### config.mk
export PLATFORM = sky130hd
export DESIGN_NAME = jtag_seg_regs
export DESIGN_NICKNAME = d
export VERILOG_FILES = /design/src/rtl/jtag_seg_regs.sv
export SDC_FILE = /design/constraint.sdc
export NUM_CORES = 1
export LEC_CHECK = 0
export CAP_MARGIN = 20
export CORE_MARGIN = 4
export CORE_UTILIZATION = 45
export CTS_BUF_LIST = sky130_fd_sc_hd__clkbuf_8
export CTS_CLUSTER_SIZE = 25
export DETAILED_ROUTE_END_ITERATION = 12
export HOLD_SLACK_MARGIN = 0.06
export SYNTH_ARGS = -nofsm -noshare
export SYNTH_HDL_FRONTEND = slang
export SYNTH_SLANG_ARGS = --single-unit
export TNS_END_PERCENT = 20
### constraint.sdc
create_clock -name clk -period 3 [get_ports clk]
set_input_delay 0.6 -clock clk [delete_from_list [all_inputs] [get_ports clk]]
set_output_delay 0.6 -clock clk [all_outputs]
set_load 0.01 [all_outputs]
### src/rtl/jtag_seg_regs.sv
// jtag_seg_regs: JTAG user-chain register file for a 4-digit 7-segment display.
//
// The JTAG pins are oversampled in the clk domain. A 20-bit data register (DR)
// is shifted on drck rising edges and committed on update rising edges. The DR
// frame is {write flag, addr[2:0], data[15:0]}. Every committed update reloads
// DR with {1'b0, addr, read data}, so the next scan returns that data on tdo.
//
// Ports:
//   clk, rst_n          : system clock and asynchronous active-low reset
//   tdi_in              : serial data from the tap
//   reset_in            : test-logic-reset indication (asynchronous)
//   shift_in, update_in : JTAG shift and update (asynchronous)
//   sel_in, drck_in     : user-chain select and data clock (asynchronous)
//   tdo_out             : serial data back to the tap
//   disp_value_out      : four display nibbles
//   digit_en_out        : per-digit enable (forced low while blanked)
//   dp_out              : per-digit decimal point
//   wr_strobe_out       : one-clk pulse per accepted register write
module jtag_seg_regs #(
  parameter int SYNC_STAGES = 2
) (
  input  logic        clk,
  input  logic        rst_n,
  input  logic        tdi_in,
  input  logic        reset_in,
  input  logic        shift_in,
  input  logic        update_in,
  input  logic        sel_in,
  input  logic        drck_in,
  output logic        tdo_out,
  output logic [15:0] disp_value_out,
  output logic [3:0]  digit_en_out,
  output logic [3:0]  dp_out,
  output logic        wr_strobe_out
);

  localparam int NSYNC = 6;

  logic [NSYNC-1:0] raw_s;
  logic [NSYNC-1:0] sync_q [SYNC_STAGES];
  logic [NSYNC-1:0] sync_s;
  logic             drck_s, shift_s, upd_s, sel_s, rst_jtag_s, tdi_s;
  logic             drck_dly_q, upd_dly_q;
  logic             drck_rise_s, upd_rise_s;

  logic [19:0] dr_q, dr_d;
  logic        tdo_q, tdo_d;
  logic [15:0] disp_q, disp_d;
  logic [8:0]  ctrl_q, ctrl_d;
  logic [15:0] scan_q, scan_d;
  logic        wr_strobe_q, wr_strobe_d;
  logic [3:0]  digit_en_q, digit_en_d;
  logic [2:0]  addr_s;
  logic [15:0] rdata_s;

  assign raw_s = {tdi_in, reset_in, sel_in, update_in, shift_in, drck_in};

  // Synchronizer chains for all JTAG-side inputs.
  always_ff @(posedge clk or negedge rst_n) begin
    if (!rst_n) begin
      for (int i = 0; i < SYNC_STAGES; i++) begin
        sync_q[i] <= {NSYNC{1'b0}};
      end
    end else begin
      sync_q[0] <= raw_s;
      for (int i = 1; i < SYNC_STAGES; i++) begin
        sync_q[i] <= sync_q[i-1];
      end
    end
  end

  assign sync_s     = sync_q[SYNC_STAGES-1];
  assign drck_s     = sync_s[0];
  assign shift_s    = sync_s[1];
  assign upd_s      = sync_s[2];
  assign sel_s      = sync_s[3];
  assign rst_jtag_s = sync_s[4];
  assign tdi_s      = sync_s[5];

  // Delayed copies for rising-edge detection; they keep tracking during
  // test-logic-reset so a level held across its release is not seen as an edge.
  always_ff @(posedge clk or negedge rst_n) begin
    if (!rst_n) begin
      drck_dly_q <= 1'b0;
      upd_dly_q  <= 1'b0;
    end else begin
      drck_dly_q <= drck_s;
      upd_dly_q  <= upd_s;
    end
  end

  assign drck_rise_s = drck_s & ~drck_dly_q;
  assign upd_rise_s  = upd_s & ~upd_dly_q;
  assign addr_s      = dr_q[18:16];

  // Next-state logic: test-logic-reset beats update, update beats shift.
  always_comb begin
    dr_d        = dr_q;
    tdo_d       = tdo_q;
    disp_d      = disp_q;
    ctrl_d      = ctrl_q;
    scan_d      = scan_q;
    wr_strobe_d = 1'b0;
    rdata_s     = 16'h0000;
    if (rst_jtag_s) begin
      dr_d  = 20'h00000;
      tdo_d = 1'b0;
    end else if (upd_rise_s && sel_s) begin
      scan_d = scan_q + 16'd1;
      if (dr_q[19]) begin
        case (addr_s)
          3'd0: begin
            disp_d      = dr_q[15:0];
            wr_strobe_d = 1'b1;
          end
          3'd1: begin
            ctrl_d      = dr_q[8:0];
            wr_strobe_d = 1'b1;
          end
          default: wr_strobe_d = 1'b0;
        endcase
      end else begin
        wr_strobe_d = 1'b0;
      end
      // Read data is the value after this update's write/increment.
      case (addr_s)
        3'd0:    rdata_s = disp_d;
        3'd1:    rdata_s = {7'h00, ctrl_d};
        3'd2:    rdata_s = scan_d;
        default: rdata_s = 16'h0000;
      endcase
      dr_d = {1'b0, addr_s, rdata_s};
    end else if (drck_rise_s && sel_s && shift_s) begin
      dr_d  = {tdi_s, dr_q[19:1]};
      tdo_d = dr_q[0];
    end else begin
      dr_d  = dr_q;
      tdo_d = tdo_q;
    end
    // Computed from the next control value so the enables move with dp_out.
    if (ctrl_d[8]) begin
      digit_en_d = 4'h0;
    end else begin
      digit_en_d = ctrl_d[3:0];
    end
  end

  // State and output registers.
  always_ff @(posedge clk or negedge rst_n) begin
    if (!rst_n) begin
      dr_q        <= 20'h00000;
      tdo_q       <= 1'b0;
      disp_q      <= 16'h0000;
      ctrl_q      <= 9'h000;
      scan_q      <= 16'h0000;
      wr_strobe_q <= 1'b0;
      digit_en_q  <= 4'h0;
    end else begin
      dr_q        <= dr_d;
      tdo_q       <= tdo_d;
      disp_q      <= disp_d;
      ctrl_q      <= ctrl_d;
      scan_q      <= scan_d;
      wr_strobe_q <= wr_strobe_d;
      digit_en_q  <= digit_en_d;
    end
  end

  assign tdo_out        = tdo_q;
  assign disp_value_out = disp_q;
  assign digit_en_out   = digit_en_q;
  assign dp_out         = ctrl_q[7:4];
  assign wr_strobe_out  = wr_strobe_q;

endmodule

==> results of run 1 <==
metrics by stage:
step / hold slack (ns) / std cells
2_1_floorplan: 0.304 / 356
3_3_place_gp: 0.333 / 480
3_5_place_dp: 0.335 / 480
4_1_cts: 0.353 / 495
5_1_grt: 0.363 / 497
6_report: 0.351 / 497
placed cells by master, fill, tap and decap left out, drive strengths merged, types with 9 or more instances in the layout:
| cell type | count |
|---|---|
| dfrtp | 81 |
| buf | 10 |
| nand2 | 34 |
| nor2 | 14 |
| nand3 | 14 |
| clkdlybuf4s50 | 32 |
| xnor2 | 19 |
| mux2 | 38 |
| o21ai | 9 |
| clkbuf | 9 |
| nor3 | 10 |
| a21oi | 11 |
| mux2i | 25 |
worst max-delay path: stages (launching register included):
cell and delay [ns]:
dfrtp_1 0.37, nand3b_1 0.23, buf_4 0.27, nor4_1 0.76, nand3_1 0.18, xnor2_1 0.16
routing by layer:
metal  global-route usage  up-vias  part of all wire
met5                    0        -                 0
met4               0.0666        0             0.018
met3               0.0328       13             0.047
met2                0.269       68              0.46
met1                0.265     1389              0.48
li1                     -     1331                 -
power by group through the flow:
stage | sequential (mW) | clock (mW) | combinational, mW
finish | 1.17 | 0.933 | 0.162
global route | 1.18 | 1.00 | 0.184
CTS | 1.17 | 0.957 | 0.161
detailed placement | 1.19 | 0 | 0.161
global placement | 1.19 | 0 | 0.156
floorplan | 1.18 | 0 | 0.0974
flip-flops by register name (all words and copies together) (netlist names):
name	flops
drck_dly_q	1
wr_strobe_out	1
sync_s	6
sync_q	6
tdo_out	1
dr_q	20
ctrl_q	9
digit_en_out	4
disp_value_out	16
upd_dly_q	1
scan_q	16
path summary, 6_finish.rpt:
path,to
max reg2reg,scan_q[15]
min,sync_s[0]
min in group asynchronous,digit_en_out[3]
max in group asynchronous,scan_q[10]
min reg2reg,sync_s[0]
max,scan_q[15]
cell families (layout without fill, tap and decap cells):
group                      Yosys count  after routing
adders and majority gates            1              1
xor gates and xnor gates            25             25
muxes                               63             63
DFF                                 81             81
and+or+nand+nor                    102            102
buffers and inverters               31             64
AOI/OAI and AO/OA                   53             53
area by class of cell:
type / instances / area, um^2 / share of cell area
clock buffers: 9 / 124 / 0.0267
clock inverters: 6 / 109 / 0.0235
inverters: 6 / 22.5 / 0.00486
multi-input cells: 244 / 1790 / 0.387
flip-flops and latches: 81 / 2030 / 0.437
well taps: 108 / 135 / 0.0291
repair buffers: 43 / 425 / 0.0917
==> qor.yml, run 1 <==
status: "completed"
area_delta_synth_final_pct: 16.7
synth_xor_area_frac: 0.0551
wire_per_inst_um: 17.3
clk_latency_ns: 0.36
p_seq_frac: 0.517
fin_crit_ns: 2.09
hold_viol: 0
synth-edff-count: 0
cts_tree: "built"
synth_compound_area_frac: 0.0904
syn_nets: 365
synth_commonest_cells: "dfrtp_1, mux2_2, nand2_1"
ctsResizeCount: 0
setup_tns_ns: 0
grt_pass1_vias: 2804
antenna_cells: 0
skew_ns: 0.0106
critPathKind: "reg -> reg"
clkPwrFrac: 0.411
end_kind: "flop"
reg2regPathDepth: 5
die-area_um2: 10400
h-tree-depth: 3
start_util: 0.460
netlist.area_leader.share: 0.510
synth_top_area_cell: "dfrtp_1"
die_h_um: 102
yosys.area_share.simple: 0.132
cts_made_buffers: 9
setup_ws_ns: 0.906
critPathLaunch: "upd_dly_q"
synth_top_family_by_area: "multiplexers"
r2r-start: "upd_dly_q"
post-cts-setup-buffers: 0
cp.required_ns: 3.24
async_flop_share: 1.00
hold_buffers: 0
rsz0062_at_grt: "no"
dpl_cell_area_um2: 4370
swShare: 0.234
synth-seq-area-share: 0.510
routed_wl_mm: 8.60
fmax_mhz: 477
hold_depth: 0
cts_root_buf: "clkbuf_8"
grt_max_degree: 82
clk_pin_slew_ns: 0.08
tightest_slew_ns: 0.855
grt_pass1_wl_mm: 14.5
muxShareOfSynthArea: 0.171
die_w_um: 102
rows: 34
synth_ff_type: "dfrtp_1"
clock_sinks: 81
intPower_mw: 1.74
grt_overflow: 0
r2r_slack_ns: 0.91
vias: 2801
switching_power_mw: 0.530
synthTopCellsByArea: "dfrtp_1, mux2_2, mux2i_1"
synthAdderAreaFrac: 0.00315
n_fill_cell: 750
p_leak_nw: 1.98
drcViolationCount: 0
netlist-cell-type-count: 45
syn_avg_cell_area_um2: 11.2
vias_per_cell: 5.64
synthCells: 356
hold_class: "reg -> reg"
gp_congestion: 0.848
pin_count: 34
vdd_drop_max_v: 0.000304
antenna_found_initial: 0
synth_most_common_cell: "dfrtp_1"
core_area_um2: 8640
post-route-util: 0.537
grt_use_total: 0.181
cts_buffer_depth: 2
pwr-share-comb: 0.072
final_area_um2: 4640
min_from: "sync_q[6]"
drtAntennaViolNets: 0
setup_viol: 0
drt_iter0_markers: 125
slew_headroom: 0.425
nets: 394
power_density_nw_per_um2: 489
syn_area_um2: 3970
yosys_warnings: 0
dp_hpwl_mm: 6.00
power_mw: 2.27
post-route-period-util: 0.698
crit_path_max_fanout: 27
slew_viol_final: 0
dpl_worst_slack_ns: 0.942
maxCapViolations: 0
dr.pass1.iters: 5
start_kind: "flop"
port_buffers: 33
drive_gt1_frac: 0.167
crit_arrival_ns: 2.33
postSynthRegisterBits: 81
Note: power is estimated with default switching activity, not from simulation.
==> run 2, diff against run 1 <==
Clock period 3 ns to 2 ns, I/O delays scaled along.
==> run 2 against run 1 <==
Compared with the run above:
- die area stayed put
- first-iteration DRC count grew 6.4%
- via count up 1.8%
- critical path depth down 1
- register-to-register slack got worse by 0.74 ns
- non-clock buffer count is 15 higher
- clock power increased by 47%
- sequential share of layout area shrank 0.93 points
- sequential power increased by 50%
- routed wire length rose by 5.0%
- global-route usage is 1.1 points higher
- clock-buffer cell count rose by 1
==> qor.yml, run 2 (synthesis results as in run 1) <==
dpl_worst_slack_ns: 0.182
fin_cells: 513
cts_buffer_depth: 2
cpPeakStageDelay_ns: 0.53
clk_pin_slew_ns: 0.08
dr.pass1.iters: 4
final_common_cell: "dfrtp_1"
grt_use_total: 0.192
cts_tree: "built"
port_buffers: 33
grt_pass1_wl_mm: 15.3
area_delta_synth_final_pct: 19.3
post-route-period-util: 0.917
crit_end: "dr_q[15]"
final_cell_mix: "dfrtp_1, mux2_2, nand2_1, clkdlybuf4s50_1, mux2i_1"
skew_ns: 0.0136
ctsResizeCount: 0
cts_made_buffers: 9
placed_cells: 496
antenna_found_initial: 0
power_density_nw_per_um2: 712
setup_ws_ns: 0.167
drive_gt1_frac: 0.202
h-tree-depth: 3
crit_path_max_fanout: 5
dpl_cell_area_um2: 4500
path_cells: "or3b_4, or4_4, a311oi_1, a211o_1"
top_register: "dr_q"
wire_per_inst_um: 17.6
setup_viol: 0
r2r_slack_ns: 0.17
cp.required_ns: 2.31
maxCapViolations: 0
largest_reg_flops: 20
die-area_um2: 10400
tightest_slew_ns: 0.514
drtAntennaViolNets: 0
vias: 2851
nets: 409
setup_tns_ns: 0
r2r-start: "dr_q[18]"
die_w_um: 102
p_leak_nw: 2.06
vias_per_cell: 5.56
critPathLaunch: "dr_q[18]"
fin_crit_ns: 1.83
hold_viol: 0
antenna_cells: 0
die_h_um: 102
reg2regPathDepth: 4
power_mw: 3.37
slew_headroom: 0.657
pin_count: 34
final_area_um2: 4740
rsz0062_at_grt: "no"
routed_wl_mm: 9.03
drcViolationCount: 0
critPathKind: "reg -> reg"
slowest_stage: "or4_4"
drt_iter0_markers: 133
grt_overflow: 0
grt_max_degree: 55
start_util: 0.460
status: "completed"
end_kind: "flop"
post-route-util: 0.549
vdd_drop_max_v: 0.000387
dp_hpwl_mm: 6.47
slew_viol_final: 0
crit_arrival_ns: 2.14
cts_root_buf: "clkbuf_8"
rows: 34
fmax_mhz: 545
start_kind: "flop"
gp_congestion: 0.893
n_fill_cell: 785
holdWs_ns: 0.352
clk_latency_ns: 0.37
core_area_um2: 8640
hold_class: "reg -> reg"
r2r_end: "dr_q[15]"
grt_pass1_vias: 2953
clock_sinks: 81
run 2: what timing repair did:
action	4_1_cts	5_1_grt
buffers inserted	0	0
endpoints found under the hold margin	27	0
setup endpoints to repair	0	0
hold buffers	1	0
run 2: critical path: cells and delay by family, from the launching register on:
kind	cells	cell delay [ns]
AND/OR/NAND/NOR	2	0.94
AO/OA/AOI/OAI	2	0.41
flip-flops	1	0.42
run 2: routing by layer:
metal  wire [um]  GRT usage  vias to the layer above
li1            -          -                     1372
met1        4250      0.270                     1409
met2        4210      0.292                       61
met3         459     0.0526                        9
met4         120     0.0575                        0
met5           0          0                        -
run 2: worst min path at each step:
stage / startpoint / slack (ns) / cells after the start / end
floorplan: rst_n / 0.10 / 0 / ctrl_q[0]
global placement: sync_q[10] / 0.33 / 0 / sync_s[4]
finish: sync_q[10] / 0.35 / 0 / sync_s[4]
global route: sync_q[6] / 0.36 / 0 / sync_s[0]
detailed placement: sync_q[6] / 0.33 / 0 / sync_s[0]
CTS: sync_q[10] / 0.35 / 0 / sync_s[4]
run 2: cell type report:
| cell class | count | area [um^2] | area share |
|---|---|---|---|
| flip-flops and latches | 81 | 2030 | 0.428 |
| multi-input cells | 244 | 1790 | 0.379 |
| repair buffers | 58 | 531 | 0.112 |
| clock buffers | 10 | 138 | 0.0290 |
| well taps | 108 | 135 | 0.0285 |
| clock inverters | 6 | 91.3 | 0.0193 |
| inverters | 6 | 22.5 | 0.00475 |
run 2: report_power, final:
| group | switching, mW | internal (mW) | leakage (nW) |
|---|---|---|---|
| registers | 0.0632 | 1.69 | 1.09 |
| clock network | 0.632 | 0.741 | 0.116 |
| logic | 0.147 | 0.101 | 0.848 |
| total | 0.841 | 2.53 | 2.06 |
==> run 3, diff against run 2 <==
Settings changed: HOLD_SLACK_MARGIN 0.06 to 0.1.
==> results of run 3 <==
Same layout as run 2: the final DEF is identical, and so are final timing and power.
